==> src/rtl/fetch_pkg.sv <==
// Shared types for the instruction-fetch slice.
//   XLEN          : PC / address width used by the packed fetch entry
//   NOP_INSTR     : addi x0,x0,0, shown in IF/ID after reset
//   fetch_state_e : request FSM states (REQ issue, WAIT response, DROP stale)
//   fetch_entry_t : {pc, instr} pair held by the skid buffer and IF/ID
//   next_pc       : sequential PC step, wraps modulo 2^XLEN
package fetch_pkg;

  localparam int XLEN = 32;
  localparam logic [31:0] NOP_INSTR = 32'h0000_0013;

  typedef enum logic [1:0] {
    REQ  = 2'd0,
    WAIT = 2'd1,
    DROP = 2'd2
  } fetch_state_e;

  typedef struct packed {
    logic [XLEN-1:0] pc;
    logic [31:0]     instr;
  } fetch_entry_t;

  function automatic logic [XLEN-1:0] next_pc(input logic [XLEN-1:0] pc);
    return pc + XLEN'(4);
  endfunction

endpackage

==> src/rtl/if_fetch_stage_if.sv <==
// Instruction-memory request/response bundle.
//   req_valid  : fetch request valid            (master -> slave)
//   req_ready  : memory accepts request         (slave -> master)
//   req_addr   : fetch address                  (master -> slave)
//   resp_valid : response valid, >=1 cycle after acceptance (slave -> master)
//   resp_data  : fetched instruction            (slave -> master)
// master = fetch stage, slave = instruction memory.
interface if_fetch_stage_if #(
  parameter int XLEN = 32
);

  logic            req_valid;
  logic            req_ready;
  logic [XLEN-1:0] req_addr;
  logic            resp_valid;
  logic [31:0]     resp_data;

  modport master (
    output req_valid,
    output req_addr,
    input  req_ready,
    input  resp_valid,
    input  resp_data
  );

  modport slave (
    input  req_valid,
    input  req_addr,
    output req_ready,
    output resp_valid,
    output resp_data
  );

endinterface

==> src/rtl/if_id_reg.sv <==
// IF/ID pipeline register: valid flag plus {pc, instr}.
//   clk, rst      : clock, synchronous active-high reset
//   flush         : kill the held instruction (highest priority)
//   hold          : keep valid/pc/instr unchanged
//   load          : capture load_entry as a live instruction
//   load_entry    : {pc, instr} to capture
//   if_id_valid   : register holds a live instruction
//   if_id_pc      : pc of the held instruction
//   if_id_instr   : held instruction
// With none of flush/hold/load the register turns into a bubble.
module if_id_reg
  import fetch_pkg::*;
#(
  parameter logic [XLEN-1:0] RESET_PC = '0
) (
  input  logic            clk,
  input  logic            rst,
  input  logic            flush,
  input  logic            hold,
  input  logic            load,
  input  fetch_entry_t    load_entry,
  output logic            if_id_valid,
  output logic [XLEN-1:0] if_id_pc,
  output logic [31:0]     if_id_instr
);

  logic         vld_p1;
  fetch_entry_t entry_p1;

  // IF -> ID boundary
  always_ff @(posedge clk) begin
    if (rst) begin
      vld_p1         <= 1'b0;
      entry_p1.pc    <= RESET_PC;
      entry_p1.instr <= NOP_INSTR;
    end else if (flush) begin
      vld_p1 <= 1'b0;
    end else if (hold) begin
      vld_p1 <= vld_p1;
    end else if (load) begin
      vld_p1   <= 1'b1;
      entry_p1 <= load_entry;
    end else begin
      vld_p1 <= 1'b0;
    end
  end

  assign if_id_valid = vld_p1;
  assign if_id_pc    = entry_p1.pc;
  assign if_id_instr = entry_p1.instr;

endmodule

==> src/rtl/if_fetch_stage.sv <==
// Instruction-fetch stage with IF/ID register, upstream of hazard_unit.
//   clk, rst        : clock, synchronous active-high reset
//   imem            : instruction-memory master port (one request outstanding)
//   stall           : hold IF/ID (decode not consuming)
//   redirect_valid  : flush fetch and restart at redirect_pc
//   redirect_pc     : redirect target
//   if_id_valid     : IF/ID holds a live instruction
//   if_id_pc        : pc of the IF/ID instruction
//   if_id_instr     : IF/ID instruction
// A response that cannot enter IF/ID because of a stall parks in a one-entry
// skid buffer; no request is issued while the skid is full or filling, so the
// skid can never overflow. After a redirect the outstanding response (if not
// already back) is tracked in DROP and discarded when it arrives.
module if_fetch_stage #(
  parameter int              XLEN     = 32,
  parameter logic [XLEN-1:0] RESET_PC = '0
) (
  input  logic                    clk,
  input  logic                    rst,
  if_fetch_stage_if.master        imem,
  input  logic                    stall,
  input  logic                    redirect_valid,
  input  logic [XLEN-1:0]         redirect_pc,
  output logic                    if_id_valid,
  output logic [XLEN-1:0]         if_id_pc,
  output logic [31:0]             if_id_instr
);

  import fetch_pkg::*;

  fetch_state_e    state, state_nxt;
  logic [XLEN-1:0] pc;
  logic [XLEN-1:0] req_pc;
  logic            skid_full;
  fetch_entry_t    skid;

  logic            ifid_free;
  logic            resp_wait;
  logic            req_valid;
  logic            accept;
  logic            skid_fill;
  logic            ifid_load;
  logic            ifid_hold;
  fetch_entry_t    resp_entry;
  fetch_entry_t    ifid_entry;

  assign ifid_free = !if_id_valid || !stall;
  assign resp_wait = (state == WAIT) && imem.resp_valid;
  assign accept    = req_valid && imem.req_ready;
  // A response that decode cannot take goes to the skid, unless redirected away.
  assign skid_fill = resp_wait && !ifid_free && !redirect_valid;

  // Request issue: in WAIT a new request rides on the response cycle only if
  // that response goes straight into IF/ID (skid stays empty).
  always_comb begin
    req_valid = 1'b0;
    if (!rst && !redirect_valid) begin
      case (state)
        REQ:     req_valid = !skid_full;
        WAIT:    req_valid = imem.resp_valid && ifid_free;
        default: req_valid = 1'b0;
      endcase
    end
  end

  assign imem.req_valid = req_valid;
  assign imem.req_addr  = pc;

  always_comb begin
    state_nxt = state;
    case (state)
      REQ: begin
        if (accept) state_nxt = WAIT;
      end
      WAIT: begin
        if (redirect_valid)      state_nxt = imem.resp_valid ? REQ : DROP;
        else if (imem.resp_valid) state_nxt = accept ? WAIT : REQ;
      end
      DROP: begin
        // The stale response is the only thing that can end DROP, even if a
        // further redirect lands in the same cycle.
        if (imem.resp_valid) state_nxt = REQ;
      end
      default: state_nxt = REQ;
    endcase
  end

  always_ff @(posedge clk) begin
    if (rst) begin
      state     <= REQ;
      pc        <= RESET_PC;
      skid_full <= 1'b0;
    end else begin
      state <= state_nxt;
      if (redirect_valid) pc <= redirect_pc;
      else if (accept)    pc <= next_pc(pc);
      if (redirect_valid)            skid_full <= 1'b0;
      else if (skid_full && ifid_free) skid_full <= 1'b0;
      else if (skid_fill)            skid_full <= 1'b1;
    end
  end

  // req_pc tags the single outstanding request with its address.
  always_ff @(posedge clk) begin
    if (accept) req_pc <= pc;
    if (skid_fill) begin
      skid.pc    <= req_pc;
      skid.instr <= imem.resp_data;
    end
  end

  always_comb begin
    resp_entry.pc    = req_pc;
    resp_entry.instr = imem.resp_data;
    ifid_entry       = skid_full ? skid : resp_entry;
  end

  assign ifid_hold = stall && if_id_valid;
  assign ifid_load = skid_full || resp_wait;

  if_id_reg #(
    .RESET_PC (RESET_PC)
  ) u_if_id_reg (
    .clk         (clk),
    .rst         (rst),
    .flush       (redirect_valid),
    .hold        (ifid_hold),
    .load        (ifid_load),
    .load_entry  (ifid_entry),
    .if_id_valid (if_id_valid),
    .if_id_pc    (if_id_pc),
    .if_id_instr (if_id_instr)
  );

endmodule

==> src/flat_wrapper.sv <==
// flat-port wrapper written by rule: the top's interface ports become plain ports
module if_fetch_stage_flat import fetch_pkg::*;
#(
  parameter int              XLEN     = 32,
  parameter logic [XLEN-1:0] RESET_PC = '0
)
  (clk, rst, stall, redirect_valid, redirect_pc, if_id_valid, if_id_pc, if_id_instr, imem_req_valid, imem_req_addr, imem_req_ready, imem_resp_valid, imem_resp_data);
  if_fetch_stage_if #(.XLEN(XLEN)) imem_i ();
  input  logic clk;
  input  logic rst;
  input  logic stall;
  input  logic redirect_valid;
  input  logic [XLEN-1:0] redirect_pc;
  output logic if_id_valid;
  output logic [XLEN-1:0] if_id_pc;
  output logic [31:0] if_id_instr;
  output wire logic [$bits(imem_i.req_valid)-1:0] imem_req_valid;
  output wire logic [$bits(imem_i.req_addr)-1:0] imem_req_addr;
  input wire logic [$bits(imem_i.req_ready)-1:0] imem_req_ready;
  input wire logic [$bits(imem_i.resp_valid)-1:0] imem_resp_valid;
  input wire logic [$bits(imem_i.resp_data)-1:0] imem_resp_data;
  assign imem_req_valid = imem_i.req_valid;
  assign imem_req_addr = imem_i.req_addr;
  assign imem_i.req_ready = imem_req_ready;
  assign imem_i.resp_valid = imem_resp_valid;
  assign imem_i.resp_data = imem_resp_data;
  if_fetch_stage #(.XLEN(XLEN), .RESET_PC(RESET_PC)) u_core (.clk(clk), .rst(rst), .imem(imem_i), .stall(stall), .redirect_valid(redirect_valid), .redirect_pc(redirect_pc), .if_id_valid(if_id_valid), .if_id_pc(if_id_pc), .if_id_instr(if_id_instr));
endmodule
==> config.mk <==
export PLATFORM = sky130hd
export DESIGN_NAME = if_fetch_stage_flat
export DESIGN_NICKNAME = d
export VERILOG_FILES = /design/src/rtl/fetch_pkg.sv /design/src/rtl/if_fetch_stage_if.sv /design/src/rtl/if_id_reg.sv /design/src/rtl/if_fetch_stage.sv /design/src/flat_wrapper.sv
export SDC_FILE = /design/constraint.sdc
export NUM_CORES = 1
export LEC_CHECK = 0
export ABC_CLOCK_PERIOD_IN_PS = 17000
export BUFFER_PORTS_ARGS = -buffer_cell sky130_fd_sc_hd__buf_2
export CORE_MARGIN = 2
export CORE_UTILIZATION = 59
export DETAILED_ROUTE_END_ITERATION = 16
export PLACE_DENSITY = 0.85
export SLEW_MARGIN = 20
export SYNTH_ARGS = -nofsm -noshare
export SYNTH_HDL_FRONTEND = slang
export SYNTH_HIERARCHICAL = 1
export SYNTH_SLANG_ARGS = --single-unit
==> constraint.sdc <==
create_clock -name clk -period 17 [get_ports clk]
set_input_delay 3.4 -clock clk [delete_from_list [all_inputs] [get_ports clk]]
set_output_delay 3.4 -clock clk [all_outputs]
set_load 0.02 [all_outputs]
==> impl_metrics.py, run 1 <==
metrics = {
    "placement": {
        "io_buffers": 167,
        "place_hpwl_um": 12030,
        "gp_congestion": 0.8998,
        "placed_cells": 1005,
    },
    "synth": {
        "yosys.area.top_type_share": 0.3381,
        "synth_nets": 765,
        "yosys.area.top_type": "edfxtp_1",
        "synth-seq-area-share": 0.5729,
        "synth-edff-count": 96,
        "ys_seq_elements": 196,
        "synth_cells": 694,
        "async_flop_share": 0,
        "synth.distinct_cells": 53,
        "synth_area_leaders": "edfxtp_1 34%, dfxtp_1 23%, nand2b_1 9.0%",
        "yosysWarnings": 6,
        "postSynthAreaPerCell_um2": 12.28,
        "synth_flop_cell": "dfxtp_1",
        "synthesis.area_um2": 8526,
    },
    "global_routing": {
        "overflow": 0,
        "grt_pass1_wl_um": 29530,
        "grt_pass1_vias": 5772,
        "grt.total_usage": 0.2337,
        "grt_max_degree": 96,
        "antenna_found_initial": 0,
    },
    "floorplanning": {
        "io_pins": 168,
        "initial_core_util": 0.6095,
        "die_area_um2": 15430,
        "die_y_um": 124.2,
        "coreArea_um2": 13990,
        "die_w_um": 124.2,
        "num_rows": 43,
    },
    "clocking": {
        "cts_buffers": 17,
        "insertion_delay_ns": 0.42,
        "htree_levels": 4,
        "root_buffer": "clkbuf_16",
        "path_clk_slew_ns": 0.07,
        "cts_tree": "built",
        "postCtsHoldBufs": 0,
        "clk_path_buf_depth": 2,
        "numClockSinks": 196,
        "ctsResizeCount": 0,
        "post_cts_buffers": 0,
    },
    "timing": {
        "setup_viol": 0,
        "worst_pin_slew_ns": 1.037,
        "period_needed_ns": 8.042,
        "maxSlewHeadroom": 0.3090,
        "period_share": 0.4730,
        "max_freq_mhz": 124.4,
        "setup_tns_ns": 0,
        "finClkSkew_ns": 0.01015,
        "maxSlewViolCount": 0,
        "hold_viol": 0,
        "rsz0062_at_grt": "false",
    },
    "cells_and_area": {
        "finalNonFillerCells": 1037,
        "register_area_um2": 4886,
        "utilization": 0.7179,
        "layout.nets": 915,
        "area_delta_synth_final_pct": 17.79,
        "drive_gt1_frac": 0.3256,
        "fillers": 961,
        "multi_input_area_um2": 3337,
        "antennaDiodeCount": 0,
    },
    "setup_path": {
        "cpPeakStageDelay_ns": 0.54,
        "cp-end-kind": "output port",
        "crit_chain": "buf_2 > nor2_1 > and3b_1 > buf_2",
        "crit_type": "in -> out",
        "worstPathArrival_ns": 4.64,
        "crit_family": "buffers and inverters",
        "startpoint_type": "input port",
        "critPathMaxFanout": 35,
        "cp_data_required_time_ns": 13.60,
        "crit_buf_inv": 2,
        "slowest_stage": "buf_2",
        "cpMostUsedCell": "buf_2",
    },
    "job": {
        "timing.max_cap.violations": 0,
    },
    "route": {
        "wirelength_um": 18230,
        "drc": 0,
        "drt_pass1_iterations": 5,
        "viasPerCell": 5.744,
        "vias": 5957,
        "ant_nets": 0,
        "routedWlPerCell_um": 17.58,
        "drtIter0Drc": 556,
    },
    "pwr": {
        "leakage_nw": 3.777,
        "ir_drop_v": 0.00008268,
        "p_per_area_nw_per_um2": 100.6,
    },
    "status": {
        "status": "complete, no violations",
    },
    "worst_hold_path": {
        "worstHoldPathType": "reg -> reg",
    },
}
[report_power, final]
part / leakage (nW) / internal (mW) / total, mW / switching, mW
sequential: 1.69 / 0.503 / 0.513 / 0.0104
combinational: 1.77 / 0.0266 / 0.0601 / 0.0334
clock: 0.317 / 0.270 / 0.437 / 0.167
total: 3.78 / 0.799 / 1.01 / 0.211
[state kept, by name (all words and copies together) (netlist names)]
name	flops
u_core/imem.req_addr	32
u_core/skid_full	1
u_core/state	2
u_core/u_if_id_reg/if_id_instr	32
u_core/u_if_id_reg/if_id_pc	32
u_core/req_pc	32
u_core/u_if_id_reg/if_id_valid	1
u_core/skid	64
[Yosys cell counts (all sizes together), types with 3 or more instances]
master	n
a211o	3
nor3	4
a31oi	10
o311ai	8
o21ai	3
mux2i	68
nand2b	123
a21oi	10
clkbuf	33
nand4	15
o211ai	3
and3	7
dfxtp	100
a32oi	3
nor4	3
or3	9
xor2	5
mux2	66
buf	10
nand2	30
a211oi	7
nor2	24
edfxtp	96
inv	11
nand3	12
[worst register-to-register path, cell delays in order (launching register included)]
cell and delay [ns]:
dfxtp_2 0.33, buf_4 0.66, nand2b_1 0.27, nor3b_4 0.40
buf_4 0.83, mux2i_1 0.40
[final cells by class]
cell class                 instances  share of cell area
inverter                          12            0.004485
clock buffer                      20             0.04548
timing repair buffer             174             0.08871
clock inverter                    12             0.02006
sequential                       196              0.4865
multi-input combinational        443              0.3323
tap                              180             0.02243
[through the flow]
step	power, mW	worst slack [ns]	instance area [um2]	hold WS (ns)
final	1.010	8.958	10040	0.4502
after global routing	1.043	8.895	10040	0.4643
after CTS	1.017	8.970	10040	0.4548
after detailed placement	0.5831	8.978	9384	0.4391
after global placement	0.5806	9.037	9384	0.4332
after floorplan	0.5586	7.771	8526	0.4222
[placed cells by master, fill, tap and decap left out, types with 4 or more instances in the layout]
cell type and n:
clkbuf_16 17, nand2b_1 123, or3_1 7, mux2i_1 68
mux2_2 66, buf_4 8, bufinv_16 5, o311ai_0 8
nand4_1 14, a21oi_1 10, xor2_1 5, dfxtp_1 99
buf_2 166, a211oi_1 7, nor3_1 4, and3_1 6
a31oi_1 10, nand3_1 12, inv_1 11, nand2_1 30
nor2_1 24, edfxtp_1 96
[cell families after synthesis]
family / synth area share
mux: 0.1670
buf+inv: 0.03698
compound gates: 0.04946
simple gates: 0.1650
xor+xnor: 0.007191
fa+ha+maj: 0.001467
flops: 0.5729
[final timing paths]
check                           slack [ns]              from  depth (start not counted)                            endpoint
worst max-delay path                  8.96    redirect_valid                          4                      imem_req_valid
worst max register to register       14.02  u_core/skid_full                          5  u_core/u_if_id_reg/if_id_instr[27]
worst min-delay path                  0.45  u_core/req_pc[7]                          0                     u_core/skid[39]
worst min register to register        0.45  u_core/req_pc[7]                          0                     u_core/skid[39]
[layer usage]
metal	routed length (um)	track usage
met3	1417	0.05551
met5	0	0
met2	8257	0.3565
met1	8228	0.3251
met4	328	0.09055
(Power assumes the default switching activity.)
==> run 2: changes to the inputs <==
--- a/config.mk
+++ b/config.mk
@@ -5,12 +5,12 @@
 export SDC_FILE = /design/constraint.sdc
 export NUM_CORES = 1
 export LEC_CHECK = 0
-export ABC_CLOCK_PERIOD_IN_PS = 17000
+export ABC_CLOCK_PERIOD_IN_PS = 7850
 export BUFFER_PORTS_ARGS = -buffer_cell sky130_fd_sc_hd__buf_2
 export CORE_MARGIN = 2
-export CORE_UTILIZATION = 59
+export CORE_UTILIZATION = 55
 export DETAILED_ROUTE_END_ITERATION = 16
-export PLACE_DENSITY = 0.85
+export PLACE_DENSITY = 0.8
 export SLEW_MARGIN = 20
 export SYNTH_ARGS = -nofsm -noshare
 export SYNTH_HDL_FRONTEND = slang
==> constraint.sdc (replaced) <==
create_clock -name clk -period 7.85 [get_ports clk]
set_input_delay 1.57 -clock clk [delete_from_list [all_inputs] [get_ports clk]]
set_output_delay 1.57 -clock clk [all_outputs]
set_load 0.02 [all_outputs]
==> impl_metrics.py, run 2 (synthesized netlist as in run 1, its figures left out) <==
metrics = {
    "status": {
        "status": "complete, no violations",
    },
    "pwr": {
        "ir_drop_v": 0.0001465,
        "p_per_area_nw_per_um2": 208.8,
        "leakage_nw": 3.743,
    },
    "timing": {
        "setup_tns_ns": 0,
        "maxSlewHeadroom": 0.3586,
        "worst_pin_slew_ns": 0.9533,
        "finClkSkew_ns": 0.01170,
        "setup_viol": 0,
        "period_needed_ns": 4.372,
        "setup_slack_ns": 3.478,
        "max_freq_mhz": 228.7,
        "maxSlewViolCount": 0,
        "rsz0062_at_grt": "false",
        "period_share": 0.5569,
        "hold_viol": 0,
    },
    "cells_and_area": {
        "register_area_um2": 4886,
        "multi_input_area_um2": 3337,
        "layout.nets": 915,
        "final_cell_mix": "166 x buf_2, 123 x nand2b_1, 99 x dfxtp_1",
        "antennaDiodeCount": 0,
        "drive_gt1_frac": 0.3279,
        "fillers": 1158,
        "top_register": "u_core/skid",
        "largest_register_ffs": 64,
        "layout_commonest_cell": "buf_2",
        "area_delta_synth_final_pct": 17.30,
        "finalNonFillerCells": 1045,
    },
    "setup_path": {
        "cp-end-kind": "output port",
        "worstPathArrival_ns": 2.80,
        "critPathMaxFanout": 35,
        "crit_start": "redirect_valid",
        "crit_type": "in -> out",
        "cp_data_required_time_ns": 6.28,
        "r2r_start": "u_core/skid_full",
        "startpoint_type": "input port",
    },
    "clocking": {
        "cts_tree": "built",
        "htree_levels": 4,
        "clk_path_buf_depth": 2,
        "numClockSinks": 196,
        "root_buffer": "clkbuf_16",
        "path_clk_slew_ns": 0.07,
        "post_cts_buffers": 0,
        "postCtsHoldBufs": 0,
        "cts_buffers": 17,
        "insertion_delay_ns": 0.43,
        "ctsResizeCount": 0,
    },
    "route": {
        "drc": 0,
        "wirelength_um": 17930,
        "vias": 5845,
        "drt_pass1_iterations": 5,
        "drtIter0Drc": 379,
        "viasPerCell": 5.593,
        "ant_nets": 0,
        "routedWlPerCell_um": 17.16,
    },
    "placement": {
        "placed_cells": 1012,
        "place_hpwl_um": 12070,
        "io_buffers": 167,
        "preCtsSetupSlack_ns": 3.501,
        "gp_congestion": 0.9056,
    },
    "global_routing": {
        "grt_max_degree": 93,
        "grt_pass1_wl_um": 28520,
        "grt.total_usage": 0.2182,
        "overflow": 0,
        "antenna_found_initial": 0,
        "grt_pass1_vias": 5686,
    },
    "floorplanning": {
        "die_area_um2": 16510,
        "num_rows": 45,
        "die_y_um": 128.5,
        "die_w_um": 128.5,
        "io_pins": 168,
        "initial_core_util": 0.5608,
        "coreArea_um2": 15200,
    },
    "worst_hold_path": {
        "hp-start": "u_core/req_pc[4]",
        "worstHoldPathType": "reg -> reg",
    },
    "job": {
        "timing.max_cap.violations": 0,
    },
}
## run 2: cell types whose count changed in the layout (fill, tap and decap cells not counted), moves of 2 or more
cell	before	now
bufinv_16	5	1
clkbuf_8	2	0
clkinv_2	2	0
inv_6	1	6
inv_8	0	2
## run 2: area by class of cell
| class | count | share of cell area |
|---|---|---|
| Timing Repair Buffer | 174 | 0.09108 |
| Clock inverter | 15 | 0.01614 |
| Inverter | 12 | 0.004504 |
| Multi-Input combinational cell | 443 | 0.3337 |
| Clock buffer | 17 | 0.04254 |
| Tap cell | 188 | 0.02352 |
| Sequential cell | 196 | 0.4886 |
## run 2: path summary, 6_finish.rpt
| kind | end | slack, ns | cells past startpoint |
|---|---|---|---|
| worst max-delay path | imem_req_valid | 3.48 | 4 |
| worst max register to register | u_core/u_if_id_reg/if_id_instr[21] | 5.39 | 6 |
| worst min register to register | u_core/skid[36] | 0.45 | 0 |
| worst min-delay path | u_core/skid[36] | 0.45 | 0 |
## run 2: power breakdown
| part | switching (mW) | internal [mW] | total [mW] |
|---|---|---|---|
| clock | 0.396 | 0.451 | 0.848 |
| sequential | 0.0230 | 1.09 | 1.11 |
| combinational | 0.0712 | 0.0576 | 0.129 |
| total | 0.490 | 1.60 | 2.09 |
## run 2: metrics by stage
step	hold WS (ns)	util	total power [mW]	instance area (um2)
finish	0.4498	0.6579	2.088	10000
global route	0.4714	0.6579	2.164	10000
CTS	0.4530	0.6560	2.108	9973
detailed placement	0.4378	0.6174	1.263	9387
global placement	0.4363	0.6174	1.258	9387
floorplan	0.4222	-	1.210	8526
## run 2: worst max-delay path: stages
cell     delay [ns]
buf_2          0.56
nor2_1         0.25
and3b_1        0.25
buf_2          0.16
## run 2: metal layers
metal  part of all wire  vias up  track usage
li1                   -     2822            -
met1               0.47     2748       0.3064
met2               0.45      252       0.3417
met3              0.071       23      0.04324
met4              0.013        0      0.07545
met5                  0        -            0
==> run 3: changes to the inputs <==
--- a/config.mk
+++ b/config.mk
@@ -5,12 +5,12 @@
 export SDC_FILE = /design/constraint.sdc
 export NUM_CORES = 1
 export LEC_CHECK = 0
-export ABC_CLOCK_PERIOD_IN_PS = 7850
+export ABC_CLOCK_PERIOD_IN_PS = 3900
 export BUFFER_PORTS_ARGS = -buffer_cell sky130_fd_sc_hd__buf_2
 export CORE_MARGIN = 2
-export CORE_UTILIZATION = 55
+export CORE_UTILIZATION = 50
 export DETAILED_ROUTE_END_ITERATION = 16
-export PLACE_DENSITY = 0.8
+export PLACE_DENSITY = 0.76
 export SLEW_MARGIN = 20
 export SYNTH_ARGS = -nofsm -noshare
 export SYNTH_HDL_FRONTEND = slang
==> constraint.sdc (replaced) <==
create_clock -name clk -period 3.9 [get_ports clk]
set_input_delay 0.78 -clock clk [delete_from_list [all_inputs] [get_ports clk]]
set_output_delay 0.78 -clock clk [all_outputs]
set_load 0.02 [all_outputs]
==> impl_metrics.py, run 3 (synthesized netlist as in run 1, its figures left out) <==
metrics = {
    "setup_path": {
        "critPathMaxFanout": 20,
        "r2r_start": "u_core/u_if_id_reg/if_id_valid",
        "worstPathArrival_ns": 3.13,
        "r2r_cells": 5,
        "cp-end-kind": "register",
        "crit_type": "in -> reg",
        "r2r_slack_ns": 1.00,
        "timing.rr.end": "u_core/req_pc[25]",
        "cp_data_required_time_ns": 4.01,
        "startpoint_type": "input port",
    },
    "clocking": {
        "post_cts_buffers": 0,
        "clk_path_buf_depth": 2,
        "path_clk_slew_ns": 0.06,
        "ctsResizeCount": 0,
        "numClockSinks": 196,
        "root_buffer": "clkbuf_16",
        "cts_buffers": 17,
        "htree_levels": 4,
        "cts_tree": "built",
        "insertion_delay_ns": 0.42,
        "postCtsHoldBufs": 0,
    },
    "cells_and_area": {
        "largest_register_ffs": 64,
        "drive_gt1_frac": 0.3260,
        "layout_commonest_cell": "buf_2",
        "area_delta_synth_final_pct": 17.90,
        "finalNonFillerCells": 1079,
        "antennaDiodeCount": 0,
        "utilization": 0.6040,
        "layout.nets": 917,
        "final_cell_mix": "166 x buf_2, 123 x nand2b_1, 99 x dfxtp_1",
        "top_register": "u_core/skid",
    },
    "timing": {
        "maxSlewHeadroom": 0.4126,
        "worst_pin_slew_ns": 0.8811,
        "setup_viol": 0,
        "max_freq_mhz": 330.1,
        "maxSlewViolCount": 0,
        "finClkSkew_ns": 0.009582,
        "period_needed_ns": 3.029,
        "period_share": 0.7768,
        "setup_tns_ns": 0,
        "hold_viol": 0,
        "rsz0062_at_grt": "false",
        "timing.hold.ws_ns": 0.4506,
    },
    "worst_hold_path": {
        "hold_depth": 0,
        "hp-start": "u_core/req_pc[21]",
        "worstHoldPathType": "reg -> reg",
        "hold_path_end": "u_core/skid[53]",
    },
    "global_routing": {
        "antenna_found_initial": 0,
        "overflow": 0,
        "grt.total_usage": 0.1989,
        "grt_pass1_vias": 5572,
        "grt_pass1_wl_um": 28480,
        "grt_max_degree": 100,
    },
    "floorplanning": {
        "coreArea_um2": 16640,
        "die_y_um": 134.6,
        "die_w_um": 134.6,
        "num_rows": 47,
        "io_pins": 168,
        "die_area_um2": 18110,
        "initial_core_util": 0.5123,
    },
    "route": {
        "drc": 0,
        "routedWlPerCell_um": 16.50,
        "ant_nets": 0,
        "viasPerCell": 5.381,
        "wl_met3_um": 1309,
        "drtIter0Drc": 416,
        "vias": 5806,
        "m1WireLength_um": 8689,
        "wirelength_um": 17800,
        "routed.top_layer": "met4",
        "drt_pass1_iterations": 5,
        "wl_met2_um": 7534,
    },
    "pwr": {
        "leakage_nw": 3.764,
        "ir_drop_v": 0.0003082,
        "total_power_mw": 4.224,
        "p_per_area_nw_per_um2": 420.2,
    },
    "placement": {
        "io_buffers": 167,
        "placed_cells": 1047,
        "gp_congestion": 0.9209,
        "place_hpwl_um": 11480,
    },
    "status": {
        "status": "complete, no violations",
    },
    "job": {
        "timing.max_cap.violations": 0,
    },
}
## run 3: per-stage QoR
| step | worst slack, ns | instance area (um2) |
|---|---|---|
| CTS | 0.9232 | 10050 |
| global placement | 0.5820 | 9470 |
| detailed placement | 0.5156 | 9470 |
| finish | 0.8706 | 10050 |
| global route | 0.7873 | 10050 |
| floorplan | 0.4578 | 8537 |
## run 3: critical path, cell delays in order
cell and delay [ns]:
buf_2 0.11, and2_1 0.20, o22ai_1 0.54, nand2_1 0.48, inv_1 0.63, buf_4 0.38
## run 3: power by group
part	internal [mW]	switching, mW	total, mW
Sequential	2.19	0.0456	2.24
Combinational	0.117	0.144	0.262
Clock	0.959	0.767	1.73
Total	3.27	0.957	4.22
## run 3: area by class of cell
class	instances	area, um2
Fill cell	1391	6590
Tap cell	220	275.3
Multi-Input combinational cell	443	3343
Inverter	12	45.04
Timing Repair Buffer	176	918.4
Clock inverter	13	148.9
Clock buffer	19	432.9
Sequential cell	196	4888
## run 3: worst max-delay path by stage
stage / depth (start not counted) / slack, ns / start / to
after CTS: 6 / 0.92 / stall / imem_req_valid
final: 6 / 0.87 / stall / u_core/req_pc[25]
after floorplan: 4 / 0.46 / redirect_valid / u_core/skid[0]
after detailed placement: 6 / 0.52 / stall / u_core/req_pc[25]
after global placement: 6 / 0.58 / stall / u_core/req_pc[24]
after global routing: 6 / 0.79 / stall / u_core/req_pc[23]
## run 3: layer usage
layer	track usage	up-vias
li1	-	2811
met1	0.2890	2737
met2	0.2973	238
met3	0.04054	20
met4	0.07018	0
met5	0	-
